===== config.mk =====
export PLATFORM = sky130hd
export DESIGN_NAME = instruction_dump
export DESIGN_NICKNAME = d
export VERILOG_FILES = /design/src/rtl/instruction_dump.sv
export SDC_FILE = /design/constraint.sdc
export NUM_CORES = 1
export LEC_CHECK = 0
export BUFFER_PORTS_ARGS = -buffer_cell sky130_fd_sc_hd__buf_2
export CORE_MARGIN = 3
export CORE_UTILIZATION = 40
export CTS_CLUSTER_DIAMETER = 60
export CTS_CLUSTER_SIZE = 10
export DETAILED_ROUTE_END_ITERATION = 7
export HOLD_SLACK_MARGIN = 0.08
export PLACE_DENSITY_LB_ADDON = 0.3
export SLEW_MARGIN = 10
export SYNTH_ARGS = -nofsm -noshare
export SYNTH_HDL_FRONTEND = slang
export SYNTH_SLANG_ARGS = --single-unit
export TNS_END_PERCENT = 5

===== constraint.sdc =====
create_clock -name clk -period 4.19 [get_ports clk]
set_input_delay 0.2095 -clock clk [delete_from_list [all_inputs] [get_ports clk]]
set_output_delay 0.2095 -clock clk [all_outputs]
set_load 0.05 [all_outputs]

===== src/rtl/instruction_dump.sv =====
// instruction_dump: reads back flashed instruction memory and streams it one byte per valid/ready handshake.
module instruction_dump #(
  parameter int ADDR_WIDTH = 8,
  parameter int DEPTH = 256
) (
  input  logic                  clk,
  input  logic                  reset,
  input  logic                  start,
  input  logic [ADDR_WIDTH:0]   dumpCount,
  output logic                  rdEn,
  output logic [ADDR_WIDTH-1:0] rdAddr,
  input  logic [7:0]            rdData,
  output logic                  dumpValid,
  output logic [7:0]            dumpInstruction,
  input  logic                  dumpReady,
  output logic                  busy,
  output logic                  done
);
  typedef enum logic [2:0] {IDLE, ISSUE, CAPTURE, SEND, FINISH} state_t;
  localparam logic [ADDR_WIDTH:0] MAX_LEN = (ADDR_WIDTH + 1)'(DEPTH);
  state_t state, state_nx;
  logic [ADDR_WIDTH-1:0] addr, last_addr;
  logic [ADDR_WIDTH:0] len;
  logic hs, last;
  assign hs = dumpValid & dumpReady;
  assign last = {1'b0, addr} == len - 1'b1;
  assign rdEn = state == ISSUE;
  // rdAddr must hold its previous value between reads, not follow addr.
  assign rdAddr = rdEn ? addr : last_addr;
  assign dumpValid = state == SEND;
  assign busy = state == ISSUE || state == CAPTURE || state == SEND;
  assign done = state == FINISH;
  always_comb begin
    state_nx = state;
    case (state)
      IDLE:    state_nx = start ? (dumpCount == '0 ? FINISH : ISSUE) : IDLE;
      ISSUE:   state_nx = CAPTURE;
      CAPTURE: state_nx = SEND;
      SEND:    state_nx = hs ? (last ? FINISH : ISSUE) : SEND;
      default: state_nx = IDLE;
    endcase
  end
  always_ff @(posedge clk) begin
    if (reset) begin
      state <= IDLE;
      addr <= '0;
      last_addr <= '0;
      len <= '0;
      dumpInstruction <= '0;
    end else begin
      state <= state_nx;
      if (state == IDLE && start) begin
        len <= dumpCount > MAX_LEN ? MAX_LEN : dumpCount;
        addr <= '0;
      end
      if (state == ISSUE) last_addr <= addr;
      if (state == CAPTURE) dumpInstruction <= rdData;
      if (state == SEND && hs && !last) addr <= addr + 1'b1;
    end
  end
endmodule


==> reports/results.md, run 1 <==
| Group | Metric | Reported |
|:---|:---|:---|
| die | Die X-Extent | 74.71 µm |
| setup path | Arrival time of data at the critical path endpoint | 2.88 ns |
| setup path | Timing endpoint of the critical path | addr[7] |
| setup path | Register-to-register setup slack | 1.50 ns |
| timing | Final setup viols | 0 |
| power | Power density cells | 361.2 nW/µm² |
| timing | Share of the cycle needed by the critical path after routing | 64.32% |
| global routing | Pin count of the biggest net entering global routing | 41 |
| timing | Slew Limit Fails | 0 |
| run | Max-cap check violation count | 0 |
| setup path | Crit-path max FO | 17 |
| setup path | Category of the worst setup path launch point | flip-flop |
| synth | Number of synthesized register bits | 36 |
| layout | Share of cells above drive strength 1 | 26.51% |
| setup path | Worst path max stage delay | 0.75 ns |
| clock network | Number of clock sinks | 36 |
| setup path | Number of stages on the worst setup path | 6 |
| synth | Post-synthesis share of cell area spent on xor and xnor gates | 3.711% |
| min path | Worst hold-check path type | in -> reg |
| synth | Syn_nets | 235 |
| synth | Combinational family with the most area after synthesis | simple AND/OR/NAND/NOR gates |
| power | Overall power after layout | 806.4 µW |
| route | Via density per instance | 5.336 |
| timing | Setup repair after global routing missed its margin | no |
| synth | Mux contribution to synthesized area | 10.14% |
| setup path | Top delay family on crit path | simple AND/OR/NAND/NOR gates |
| synth | Area fraction in compound gates after synthesis | 12.99% |
| timing | Final worst slack | 1.495 ns |
| layout | Commonest cells after routing, fill and taps aside | buf_2, dfxtp_1, nor2_1 |
| setup path | Setup crit start | len[2] |
| setup path | Slowest stage cell, crit path | a2111oi_4 |
| die | Total Die Area | 5581 µm² |
| power | Static Leakage | 0.0008947 µW |
| timing | Slew of the pin with the lowest slew margin | 0.8253 ns |
| global routing | Aggregate global routing overflow | 0 |
| synth | Simple-gate share of the synthesized area | 29.82% |
| synth | Summed instance area of the synthesized netlist | 1888 µm² |
| timing | Max-slew headroom | 44.98% |
| clock network | Number of buffers inserted for hold repair after clock tree synthesis | 0 |
| setup path | Cell depth of the worst flop-to-flop path | 6 |
| clock network | PostCTS Resize Cnt | 0 |
| timing | Setup TNS after final layout | 0 ns |
| clock network | Max H-tree Level | 2 |
| setup path | Start-to-end type of the worst setup path | reg -> reg |
| placement | Place WS | 1.488 ns |
| clock network | Inserted Clock Buffers | 5 |
| setup path | Cell-by-cell trace of the critical path | nor4_4, nand2_1, or4_4, a2111oi_4, nor4_1, mux2_2 |
| die | Core Region | 4444 µm² |
| die | Cell row count | 24 |
| placement | Cell area after placement | 2121 µm² |
| synth | Part of the Yosys area used for sequential elements | 38.17% |
| timing | Hold Vio Cnt, Final | 0 |
| placement | Port Buffer Count | 40 |
| global routing | Overall fraction of global-route tracks in use | 14.91% |
| global routing | Number of global-route vias before repair | 1519 |
| layout | Inserted Diodes | 0 |
| clock network | CTS tree | built |
| timing | Skew final | 0.004088 ns |
| synth | Most used flip-flop cell after synthesis | dfxtp_1 |
| placement | Global placement routability congestion | 0.7445 |
| placement | Final HPWL from detailed placement | 2.770 mm |
| synth | Asr flop ratio synth | 0% |
| clock network | Root buf cell | clkbuf_8 |
| synth | Yosys warning count | 0 |
| die | Effective utilization at floorplan | 42.48% |
| route | DRT antenna net count | 0 |
| route | Post-route DRC | 0 |
| layout | # nets final | 271 |
| route | Number of optimization iterations in the first detailed-route pass | 4 |
| layout | Fill cells | 455 |
| setup path | Worst r2r dst | addr[7] |
| layout | Layout Area Growth over Synthesis | 18.22% |
| global routing | Initial antenna violation count | 0 |
| synth | Per-instance average area after synthesis | 8.906 µm² |
| setup path | Critical path required time | 4.38 ns |
| synth | Adder and majority cell fraction of the synthesized area | 1.325% |
| outcome | Outcome | finished clean |
| synth | Number of enable flip-flop cells after synthesis | 0 |
| route | Average wire per standard cell | 13.05 µm |
| timing | Fmax achieved | 371.1 MHz |
| setup path | Worst Path Buf+Inv | 0 |
| setup path | Reg2reg start | len[2] |
| clock network | Clock transition at path regs | 0.07 ns |
| die | Overall die height | 74.71 µm |
| die | Total I/O pin count | 41 |
| route | Total Routed Length | 3.929 mm |
| setup path | Kind of capture point of the worst setup path | flip-flop |
| power | Max rail drop VDD | 0.0003133 V |
| clock network | Post-CTS setup buffers | 0 |
| clock network | Clock insertion delay at the later pin of the skew report | 0.29 ns |
| synth | Distinct cell type count after synthesis | 43 |
| synth | Gate Count Post-Synth | 212 |
| timing | Minimum clock period | 2.695 ns |
| layout | Total non-filler cell area in the finished layout | 2232 µm² |
| route | Via count of the routed design | 1606 |
| global routing | Global-route wire length before repair | 6.486 mm |
| clock network | Max Root-Sink Buffers | 2 |
| route | Initial drt markers | 76 |
| layout | Most common library cell in the layout ignoring fill and taps | buf_2 |
-- cell families (layout without fill, tap and decap cells) --
| group | Yosys count | in the layout |
|---|---|---|
| adders and majority gates | 2 | 2 |
| buffers and inverters | 17 | 54 |
| xor gates and xnor gates | 8 | 8 |
| and+or+nand+nor | 97 | 97 |
| AOI/OAI and AO/OA | 34 | 34 |
| DFF | 36 | 36 |
| muxes | 18 | 18 |
-- worst reg2reg max path, stage by stage, from the launching register on --
cell and delay [ns]:
dfxtp_1 0.40, nor4_4 0.37, nand2_1 0.12, or4_4 0.50, a2111oi_4 0.75, nor4_1 0.15, mux2_2 0.30
-- synthesized netlist by cell type, types with 2 or more instances --
| library cell | count | share of area [%] |
|---|---|---|
| dfxtp_1 | 36 | 38 |
| nor2_1 | 19 | 3.8 |
| nand2_1 | 18 | 3.6 |
| a21oi_1 | 14 | 3.7 |
| nand3b_1 | 12 | 4.8 |
| clkbuf_1 | 11 | 2.2 |
| mux2_2 | 9 | 5.4 |
| mux2i_1 | 9 | 4.8 |
| nor2b_1 | 9 | 3.0 |
| nor3_1 | 6 | 1.6 |
| nand3_1 | 5 | 1.3 |
| nor3b_1 | 5 | 2.0 |
| xnor2_1 | 5 | 2.3 |
| a211oi_1 | 4 | 1.6 |
| nor4_1 | 4 | 1.3 |
| or3_1 | 4 | 1.3 |
| inv_1 | 3 | 0.60 |
| nand2b_1 | 3 | 0.99 |
| nand4b_1 | 3 | 1.4 |
| o211ai_1 | 3 | 1.2 |
| xor2_1 | 3 | 1.4 |
| a211o_1 | 2 | 0.93 |
| a31oi_1 | 2 | 0.66 |
| and2_1 | 2 | 0.66 |
| ha_1 | 2 | 1.3 |
| o21ai_0 | 2 | 0.53 |
-- metrics by stage --
step	util (%)	std cells	hold WS, ns
2_1_floorplan	-	212	0.3200
4_1_cts	50.23	301	0.1381
5_1_grt	50.23	301	0.1384
6_report	50.23	301	0.1440
3_5_place_dp	47.72	293	0.4469
3_3_place_gp	47.72	293	0.4397
-- area by class of cell --
type	count	area [µm²]	share of cell area, %
inverter	3	11.26	0.5045
timing repair buffer	43	222.7	9.978
clock inverter	3	42.54	1.906
clock buffer	5	68.82	3.083
tap	52	65.06	2.915
sequential	36	720.7	32.29
multi-input combinational	159	1101	49.33
-- how the worst min path moves through the flow --
stage	startpoint	end	slack, ns	depth (start not counted)
2_1_floorplan	dumpReady	state[1]	0.32	1
3_3_place_gp	rdData[4]	dumpInstruction[4]	0.44	3
3_5_place_dp	dumpReady	state[1]	0.45	2
4_1_cts	dumpReady	state[1]	0.14	2
5_1_grt	dumpReady	state[1]	0.14	2
6_report	dumpReady	state[1]	0.14	2
-- flip-flops by register name (all words and copies together), names as in the netlist --
name             cells
addr                 8
dumpInstruction      8
last_addr            8
len                  9
state                3
-- metal layers --
metal,track usage [%],wire length [µm],vias up
li1,-,-,834
met1,17.77,1860,737
met2,25.27,1826,30
met3,5.073,190,5
met4,4.743,51,0
met5,0,0,-
-- report_power, final --
part,total [µW],switching [µW],leakage [µW],internal (µW)
combinational,134,85.0,0.000549,48.5
sequential,368,14.1,0.000292,353
clock,305,129,0.0000541,176
No activity file was read; power rests on OpenSTA's default activity.
==> inputs of run 2 (changes only) <==
- ABC_AREA: default -> 1
- clock period: 4.19 -> 2.8 ns (I/O delays scaled with it)
==> run 2 against run 1 <==
  * Clock skew is essentially flat
  * Register-to-register slack lost 0.65 ns
  * Flip-flop and latch count is the same
  * Die area grew 2.1%
  * Global-route usage grew 2.1 points
==> reports/results.md, run 2 <==
| Group | Metric | Reported |
|:---|:---|:---|
| synth | Number of enable flip-flop cells after synthesis | 0 |
| timing | Slew of the pin with the lowest slew margin | 0.5992 ns |
| min path | Worst hold-check path type | in -> reg |
| route | Number of optimization iterations in the first detailed-route pass | 4 |
| synth | Top cell types by occurrence after synthesis | nand2_1, nor2_1, inv_1, dfxtp_1, a21oi_1 |
| min path | Hold Path End | len[7] |
| synth | Distinct cell type count after synthesis | 24 |
| power | Logic gate share of total power | 36.0% |
| synth | Per-instance average area after synthesis | 6.616 µm² |
| timing | Slew Limit Fails | 0 |
| route | Via count of the routed design | 1889 |
| synth | Part of the Yosys area used for sequential elements | 37.31% |
| placement | Final HPWL from detailed placement | 3.265 mm |
| layout | Commonest cells after routing, fill and taps aside | nand2_1, nor2_1, inv_1, buf_2, dfxtp_1 |
| setup path | Cell-by-cell trace of the critical path | inv_1, nor2_1, nand2_1, inv_1, or2_2, inv_1, a21oi_1, buf_2 |
| route | Average wire per standard cell | 11.20 µm |
| die | Core Region | 4504 µm² |
| synth | Asr flop ratio synth | 0% |
| layout | Total non-filler cell area in the finished layout | 2337 µm² |
| timing | Final worst slack | 0.6624 ns |
| power | Power density cells | 644.9 nW/µm² |
| setup path | Register-to-register setup slack | 0.85 ns |
| setup path | Slowest stage cell, crit path | inv_1 |
| synth | Leading cell types by total area after synthesis | dfxtp_1, nand2_1, nor2_1 |
| setup path | Worst path max stage delay | 0.45 ns |
| setup path | Kind of capture point of the worst setup path | output pin |
| route | Post-route DRC | 0 |
| global routing | Number of global-route vias before repair | 1745 |
| clock network | Clock transition at path regs | 0.07 ns |
| run | Max-cap check violation count | 0 |
| placement | Number of cells after detailed placement | 377 |
| clock network | Number of clock sinks | 36 |
| clock network | Root buf cell | clkbuf_8 |
| layout | # nets final | 363 |
| layout | Layout Area Growth over Synthesis | 20.98% |
| power | Max rail drop VDD | 0.0003641 V |
| clock network | PostCTS Resize Cnt | 0 |
| global routing | Aggregate global routing overflow | 0 |
| layout | Most common library cell in the layout ignoring fill and taps | nand2_1 |
| layout | Share of cells above drive strength 1 | 18.77% |
| timing | Setup TNS after final layout | 0 ns |
| placement | Cell area after placement | 2167 µm² |
| clock network | Max Root-Sink Buffers | 2 |
| die | Cell row count | 24 |
| setup path | Reg2reg start | len[0] |
| synth | Summed instance area of the synthesized netlist | 1932 µm² |
| power | Int Pwr | 920.6 µW |
| setup path | Start-to-end type of the worst setup path | reg -> out |
| timing | Fmax achieved | 467.8 MHz |
| power | Switching power share of the total | 38.92% |
| layout | Inserted Diodes | 0 |
| outcome | Outcome | finished clean |
| synth | Yosys warning count | 0 |
| synth | Most used flip-flop cell after synthesis | dfxtp_1 |
| power | Static Leakage | 0.001110 µW |
| synth | Number of synthesized register bits | 36 |
| clock network | Max H-tree Level | 2 |
| setup path | Category of the worst setup path launch point | flip-flop |
| setup path | Crit-path max FO | 25 |
| die | Total Die Area | 5700 µm² |
| timing | Minimum clock period | 2.138 ns |
| setup path | Worst r2r dst | addr[0] |
| synth | Most common cell in the netlist | nand2_1 |
| placement | Place WS | 0.8645 ns |
| synth | Area share of the largest cell type after synthesis | 37.31% |
| global routing | Global-route wire length before repair | 7.465 mm |
| timing | Final setup viols | 0 |
| setup path | Cell depth of the worst flop-to-flop path | 12 |
| clock network | Inserted Clock Buffers | 5 |
| route | DRT antenna net count | 0 |
| timing | Hold Vio Cnt, Final | 0 |
| timing | Setup repair after global routing missed its margin | no |
| min path | Hold path startpoint | dumpCount[7] |
| setup path | Critical path required time | 2.66 ns |
| clock network | Clock insertion delay at the later pin of the skew report | 0.29 ns |
| layout | Register with the most flip-flops | len |
| route | Total Routed Length | 4.403 mm |
| layout | Area occupied by registers | 720.7 µm² |
| global routing | Overall fraction of global-route tracks in use | 16.97% |
| setup path | Arrival time of data at the critical path endpoint | 2.00 ns |
| route | Initial drt markers | 76 |
| timing | Skew final | 0.004293 ns |
| layout | Fill cells | 456 |
| layout | Cell Count, Final, Fillers Out | 393 |
| layout | Largest register FFs | 9 |
| setup path | Most used cell, CP | inv_1 |
| power | Part of the power in the clock network | 24.9% |
| timing | Share of the cycle needed by the critical path after routing | 76.34% |
| die | Overall die height | 75.50 µm |
| synth | Cell taking the most area after synthesis | dfxtp_1 |
| min path | Worst Hold Path Cells | 3 |
| synth | Gate Count Post-Synth | 292 |
| clock network | CTS tree | built |
| global routing | Pin count of the biggest net entering global routing | 28 |
| die | Die X-Extent | 75.50 µm |
| layout | Area of combinational cells with multiple inputs | 1016 µm² |
| synth | Syn_nets | 315 |
| timing | Max-slew headroom | 60.01% |
| placement | Global placement routability congestion | 0.8596 |
| placement | Port Buffer Count | 40 |
| die | Total I/O pin count | 41 |
| route | Via density per instance | 4.807 |
| power | Sequential share of power | 39.1% |
| power | Power spent charging and discharging nets | 586.7 µW |
| global routing | Initial antenna violation count | 0 |
| die | Effective utilization at floorplan | 42.89% |
-- run 2: changes by cell type after synthesis, moves of 8 or more --
cell      previous run  this run
nand2_1             18        58
inv_1                3        40
nor2_1              19        46
a21oi_1             14        27
nand3_1              5        18
nand3b_1            12         2
mux2_2               9         0
mux2i_1              9         0
nor2b_1              9         0
o21ai_0              2        11
a211oi_1             4        12
or2_2                0         8
-- run 2: layout make-up --
cell class / count / share of cell area (%)
well taps: 52 / 2.784
repair buffers: 50 / 12.63
clock buffers: 8 / 3.854
inverters: 40 / 6.424
multi-input cells: 207 / 43.47
flip-flops and latches: 36 / 30.84
-- run 2: critical path, delay by kind of cell, from the launching register on --
kind / cells / cell delay (ns)
AND/OR/NAND/NOR: 3 / 0.40
AO/OA/AOI/OAI: 1 / 0.11
flip-flops: 1 / 0.37
buffers and inverters: 4 / 0.83
-- run 2: how the worst max path moves through the flow --
stage,from,endpoint,cells past startpoint
floorplan,state[2],rdAddr[0],6
global placement,len[0],addr[1],12
detailed placement,len[0],addr[0],12
CTS,state[0],rdAddr[1],8
global route,state[0],rdAddr[2],8
finish,state[0],rdAddr[4],8
-- run 2: metal layers --
layer / wire length [µm] / up-vias / share of wire [%] / GRT usage, %
li1: - / 1022 / - / -
met1: 1990 / 812 / 45 / 20.39
met2: 2063 / 48 / 47 / 28.48
met3: 283 / 7 / 6.4 / 5.541
met4: 65 / 0 / 1.5 / 5.825
met5: 0 / - / 0 / 0
-- run 2: logic make-up (layout without fill, tap and decap cells) --
family | count (synthesis) | after routing | share of synthesized area [%]
fa+ha+maj | 2 | 2 | 1.295
simple gates | 145 | 145 | 32.84
buf+inv | 49 | 98 | 10.10
flops | 36 | 36 | 37.31
compound gates | 53 | 53 | 15.28
xor+xnor | 7 | 7 | 3.174
-- run 2: timing repair --
item,CTS,global route
setup buffers,0,0
endpoints found under the hold margin,8,0
hold buffers,8,0
-- run 2: stage by stage --
stage / total power, µW / util, % / hold WS (ns)
6_report: 1507 / 51.89 / 0.1072
5_1_grt: 1602 / 51.89 / 0.1180
4_1_cts: 1520 / 51.89 / 0.1005
3_5_place_dp: 1135 / 48.11 / 0.3697
3_3_place_gp: 1131 / 48.11 / 0.3608
2_1_floorplan: 1022 / - / 0.2749
-- run 2: power by group through the flow --
stage | Clock [µW] | Combinational [µW] | Sequential [µW]
final | 375 | 543 | 589
after floorplan | 0 | 373 | 649
after detailed placement | 0 | 535 | 600
after global placement | 0 | 531 | 599
after CTS | 386 | 545 | 589
after global routing | 409 | 598 | 595
